--- src/rtl/instr_encoder_loader.sv ---
// instr_encoder_loader
//
// Packs instruction fields into a 32-bit RV64I word and streams the words
// into instruction memory at consecutive word addresses. A load session
// starts on `start` in IDLE. It ends when the write of the bundle flagged
// `in_last` completes, and `done` then pulses for one cycle.
//
// Ports:
//   clk, reset        clock and synchronous active-high reset
//   start             begin a load session (honoured in IDLE only)
//   in_valid/in_ready field-bundle handshake; in_last marks the final word
//   fmt               0=R 1=I 2=S 3=SB 4=U 5=UJ; 6,7 illegal (NOP written)
//   opcode..imm       instruction fields
//   mem_we/mem_ready  memory write handshake; mem_addr/mem_wdata held on stall
//   count             words written this session
//   busy, done, err   status: not idle, end-of-session pulse, sticky error
//
// Optional build macro: ENCODER_IMM_CHECK_EN. When it is defined, the
// immediate is range-checked for its format and err is set on a violation.
// The truncated word is still written.

module instr_encoder_loader #(
  parameter int ADDR_WIDTH = 8,
  parameter int BASE_ADDR  = 0
) (
  input  logic                  clk,
  input  logic                  reset,
  input  logic                  start,
  input  logic                  in_valid,
  output logic                  in_ready,
  input  logic                  in_last,
  input  logic [2:0]            fmt,
  input  logic [6:0]            opcode,
  input  logic [4:0]            rd,
  input  logic [2:0]            funct3,
  input  logic [4:0]            rs1,
  input  logic [4:0]            rs2,
  input  logic [6:0]            funct7,
  input  logic [31:0]           imm,
  output logic                  mem_we,
  output logic [ADDR_WIDTH-1:0] mem_addr,
  output logic [31:0]           mem_wdata,
  input  logic                  mem_ready,
  output logic [ADDR_WIDTH-1:0] count,
  output logic                  busy,
  output logic                  done,
  output logic                  err
);

  localparam logic [31:0]           NOP_WORD = 32'h0000_0013;
  localparam logic [ADDR_WIDTH-1:0] BASE     = ADDR_WIDTH'(BASE_ADDR);

  typedef enum logic [1:0] {ST_IDLE, ST_LOAD, ST_DONE} state_t;

  state_t                  state_reg, state_next;
  logic                    pending_reg, pending_next;
  logic                    last_reg, last_next;
  logic [31:0]             wdata_reg, wdata_next;
  logic [ADDR_WIDTH-1:0]   addr_reg, addr_next;
  logic [ADDR_WIDTH-1:0]   count_reg, count_next;
  logic                    err_reg, err_next;

  logic [31:0]             enc_word;
  logic                    enc_err;
  logic                    accept;
  logic                    complete;

  // Field packing. The immediate is range-checked only when the optional
  // check is compiled in.
  always_comb begin
    enc_word = NOP_WORD;
    enc_err  = 1'b0;
    case (fmt)
      3'd0: enc_word = {funct7, rs2, rs1, funct3, rd, opcode};
      3'd1: enc_word = {imm[11:0], rs1, funct3, rd, opcode};
      3'd2: enc_word = {imm[11:5], rs2, rs1, funct3, imm[4:0], opcode};
      3'd3: enc_word = {imm[12], imm[10:5], rs2, rs1, funct3, imm[4:1], imm[11], opcode};
      3'd4: enc_word = {imm[31:12], rd, opcode};
      3'd5: enc_word = {imm[20], imm[10:1], imm[11], imm[19:12], rd, opcode};
      default: begin
        enc_word = NOP_WORD;
        enc_err  = 1'b1;
      end
    endcase
`ifdef ENCODER_IMM_CHECK_EN
    // A value fits in N signed bits when every bit above bit N-1 repeats
    // the sign bit.
    case (fmt)
      3'd1, 3'd2: if (imm[31:11] != {21{imm[11]}}) enc_err = 1'b1;
      3'd3:       if ((imm[31:12] != {20{imm[12]}}) || imm[0]) enc_err = 1'b1;
      3'd4:       if (imm[11:0] != 12'd0) enc_err = 1'b1;
      3'd5:       if ((imm[31:20] != {12{imm[20]}}) || imm[0]) enc_err = 1'b1;
      default: ;
    endcase
`endif
  end

  assign in_ready = (state_reg == ST_LOAD) && (!pending_reg || mem_ready);
  assign accept   = in_valid && in_ready;
  assign complete = pending_reg && mem_ready;

  always_comb begin
    state_next   = state_reg;
    pending_next = pending_reg;
    last_next    = last_reg;
    wdata_next   = wdata_reg;
    addr_next    = addr_reg;
    count_next   = count_reg;
    err_next     = err_reg;
    case (state_reg)
      ST_IDLE: begin
        if (start) begin
          state_next = ST_LOAD;
          count_next = '0;
          err_next   = 1'b0;
          addr_next  = BASE;
        end
      end
      ST_LOAD: begin
        if (complete) begin
          addr_next    = addr_reg + ADDR_WIDTH'(4);
          count_next   = count_reg + ADDR_WIDTH'(1);
          pending_next = 1'b0;
          if (last_reg) state_next = ST_DONE;
        end
        // The session closes when the last word completes. A bundle offered
        // on that same edge belongs to no session and is discarded.
        if (accept && !(complete && last_reg)) begin
          pending_next = 1'b1;
          wdata_next   = enc_word;
          last_next    = in_last;
          if (enc_err) err_next = 1'b1;
        end
      end
      ST_DONE: state_next = ST_IDLE;
      default: state_next = ST_IDLE;
    endcase
  end

  always_ff @(posedge clk) begin
    if (reset) begin
      state_reg   <= ST_IDLE;
      pending_reg <= 1'b0;
      last_reg    <= 1'b0;
      wdata_reg   <= '0;
      addr_reg    <= BASE;
      count_reg   <= '0;
      err_reg     <= 1'b0;
    end else begin
      state_reg   <= state_next;
      pending_reg <= pending_next;
      last_reg    <= last_next;
      wdata_reg   <= wdata_next;
      addr_reg    <= addr_next;
      count_reg   <= count_next;
      err_reg     <= err_next;
    end
  end

  assign mem_we    = pending_reg;
  assign mem_addr  = addr_reg;
  assign mem_wdata = wdata_reg;
  assign count     = count_reg;
  assign busy      = (state_reg != ST_IDLE);
  assign done      = (state_reg == ST_DONE);
  assign err       = err_reg;

endmodule

--- config.mk ---
export PLATFORM = sky130hd
export DESIGN_NAME = instr_encoder_loader
export DESIGN_NICKNAME = d
export VERILOG_FILES = /design/src/rtl/instr_encoder_loader.sv
export SDC_FILE = /design/constraint.sdc
export NUM_CORES = 1
export LEC_CHECK = 0
export ABC_AREA = 0
export ABC_CLOCK_PERIOD_IN_PS = 4800
export BUFFER_PORTS_ARGS = -buffer_cell sky130_fd_sc_hd__buf_2
export CAP_MARGIN = 20
export CORE_MARGIN = 1.5
export CORE_UTILIZATION = 45
export CTS_CLUSTER_DIAMETER = 100
export DETAILED_ROUTE_END_ITERATION = 16
export PLACE_DENSITY = 0.79
export SLEW_MARGIN = 20
export SYNTH_ARGS = -nofsm -noshare
export SYNTH_HDL_FRONTEND = slang
export SYNTH_SLANG_ARGS = --single-unit
--- constraint.sdc ---
create_clock -name clk -period 4.8 [get_ports clk]
set_clock_uncertainty 0.1 [all_clocks]
set_input_delay 0 -clock clk [delete_from_list [all_inputs] [get_ports clk]]
set_output_delay 0 -clock clk [all_outputs]
set_load 0.05 [all_outputs]
==> impl_results.md <==
- TritonCTS clock tree: yes
- Routed len/inst: between 15 and 20 um
- Mapped Avg Cell Area: 8.15 um2
- CP bufs+invs: 3
- Slew margin rel.: 27.7%
- Seq cells post-synth: 51
- RePlAce Congestion: 0.797
- Asr flop ratio synth: 0%
- Clock Latency Late Sink: ~0.31 ns
- CP max FO: 19
- Worst path required time: 4.92 ns
- Slew @ Worst Pin: 1.08 ns
- Most frequent cell after synthesis: dfxtp_1
- Clock net sink count: around 50
- # fillers: 395
- Pwr Density: 281 nW/um2
- Crit path kind: reg -> reg
- NetSw: 0.000327 W
- Die area: 5990 um2
- Sw frac: 31.7%
- Fin Setup TNS: 0 ns
- Comb pwr share: between 20% and 30%
- Fin. Hold Viols: 0
- DR iter-0 viols: roughly 160
- CP max stage delay: 0.63 ns
- Crit path DAT: 2.81 ns
- Kind of cell adding the most delay to the critical path: buffers and inverters
- Top-area cell type share of the netlist area: 41.0%
- Gr ovfl total: 0
- Max VDD drop: approximately 0.00018 V
- Synthesized instance count: 306
- Die Wd: 77.4 um
- Most common library cells after synthesis: dfxtp_1, nand2_1, nor2_1
- ANT cells: 0
- Vias: around 3000
- Crit start category: register
- Non-Filler Instances: 530
- Largest net degree at the start of global routing: 44
- Crit end category: register
- Clock slew at reported path FFs: 0.10 ns
- Register area share after synthesis: just over 40%
- Post-synth top area cell: dfxtp_1
- Num CTS Buffers: 5
- CTS resizes: 0
- First-pass GRT wire length: 13.2 mm
- Total wire length: 8.27 mm
- Leakage power: between 1.5 and 2 nW
- Unrepaired setup endpoints after global routing: no
- Power, Total: approximately 0.0010 W
- Boundary Pins: 126
- Crit-path slowest cell: o211ai_2
- Max FFs per register: 32
- Final hold slack: 0.0361 ns
- Root buffer cell: clkbuf_8
- Final setup violating endpoints: 0
- Post-synth EDFFs: 0
- Hold Crit Class: in -> reg
- Layout net count: ~530
- Status: finished clean
- Hpwl dp: 4.98 mm
- Max_cap viols: 0
- Initial Util: 47.6%
- Inst Count DP: 475
- F_max: between 0.3 and 0.4 GHz
- Crit path cell chain: inv_1, o211ai_2, buf_4, a221oi_1, dlygate4sd3_1, nor3_1
- Quantity of I/O buffers inserted on ports: between 100 and 150
- Ratio of cells with drive above 1 in the final layout: between 30% and 40%
- CTS Buffer Depth: 2
- Synthesis-to-finish area growth: 47.0%
- Sequential cell fraction of total power: 44.2%
- Area occupied by registers: 1020 um2
- Initial antenna violation count: 0
- Row cnt: 26
- Total GRT Usage: 27.5%
- Max Slew Vio Count: 0
- Synth cell types: 47
- Vias in the first global route: ~2900
- Footprint of the multi-input gates: 1320 um2
- Core area: between 5000 and 6000 um2
- Final ANT Viol Nets: 0
- Min cycle time layout: 2.69 ns
- Synth area leaders: dfxtp_1, a221oi_1, nor3_1
- Clock power share: 30.7%
- Drt via density: between 5 and 6
- DR pass1 iterations: 5
- Top_reg_cell synth: dfxtp_1
- Internal: just over 0.0007 W
- Cell area after synthesis: 2490 um2
- H-Tree Level Count: 2
- Crit share post-route: 56.1%
- Ys Warns: 0
- Drc violations: 0
- Die height: 77.4 um
## final cells by class
cell class	count	share of cell area [%]
multi-input combinational	223	36.0
timing repair buffer	171	29.8
sequential	51	27.9
tap	70	2.39
clock buffer	6	2.25
clock inverter	2	0.956
inverter	7	0.717
## layout by cell type, fill, tap and decap left out, types with 2 or more instances in the layout
cell type and instances:
conb_1 2, dlygate4sd3_1 47, or3_1 5, buf_2 123, mux2i_1 8, o211ai_1 5
nand2_1 35, nand3_1 11, mux2_2 2, nor2_1 33, or4_1 6, a21oi_1 20
nor3_1 28, and2b_2 2, and4_1 2, a221oi_1 24, nor3b_1 3, ha_1 2
clkbuf_8 6, o21ai_0 14, inv_1 6, dfxtp_1 51
## layer usage
layer	up-vias	track usage (%)	routed length, um
met2	171	49.5	4120
li1	1413	-	-
met4	0	13.6	303
met1	1418	30.3	3270
met5	-	0	0
met3	35	6.24	585
## worst register-to-register path: stages (launching register included)
cell           delay, ns
dfxtp_1             0.43
inv_1               0.11
o211ai_2            0.63
buf_4               0.37
a221oi_1            0.08
dlygate4sd3_1       0.63
nor3_1              0.24
## power by group through the flow
stage | clock network (W) | registers, W | logic, W
2_1_floorplan | 0 | 0.000528 | 0.0000939
3_3_place_gp | 0 | 0.000464 | 0.000219
6_report | 0.000316 | 0.000456 | 0.000259
5_1_grt | 0.000334 | 0.000458 | 0.000275
4_1_cts | 0.000318 | 0.000455 | 0.000251
3_5_place_dp | 0 | 0.000465 | 0.000222
## worst paths after layout
path | startpoint | end | slack, ns | depth (start not counted)
hold reg to reg | mem_wdata[5]$_SDFFE_PP0P_ | mem_wdata[5]$_SDFFE_PP0P_ | 0.36 | 2
setup reg to reg | mem_we$_SDFFE_PP0P_ | mem_wdata[10]$_SDFFE_PP0P_ | 2.11 | 6
hold / removal | imm[31] | mem_wdata[31]$_SDFFE_PP0P_ | 0.04 | 4
setup / recovery | mem_we$_SDFFE_PP0P_ | mem_wdata[10]$_SDFFE_PP0P_ | 2.11 | 6
## what timing repair did
item,CTS,global route
setup buffers,0,0
hold endpoints to repair,35,0
hold buffers,47,0
## per-stage QoR
stage / worst slack, ns / utilization, % / instance area, um2
5_1_grt: 2.03 / 70.0 / 3660
2_1_floorplan: 2.88 / - / 2500
3_3_place_gp: 2.75 / 58.7 / 3080
3_5_place_dp: 2.67 / 58.7 / 3080
4_1_cts: 2.30 / 70.0 / 3660
6_report: 2.11 / 70.0 / 3660
## cell families after synthesis
logic type      Yosys count  share of synthesized area [%]
compound gates           74                           20.7
fa+ha+maj                 2                           1.00
simple gates            134                           26.5
mux                      10                           4.12
buf+inv                  33                           6.27
flops                    51                           41.0
other cells               1                          0.150
xor+xnor                  1                          0.351
(Power assumes the default switching activity.)
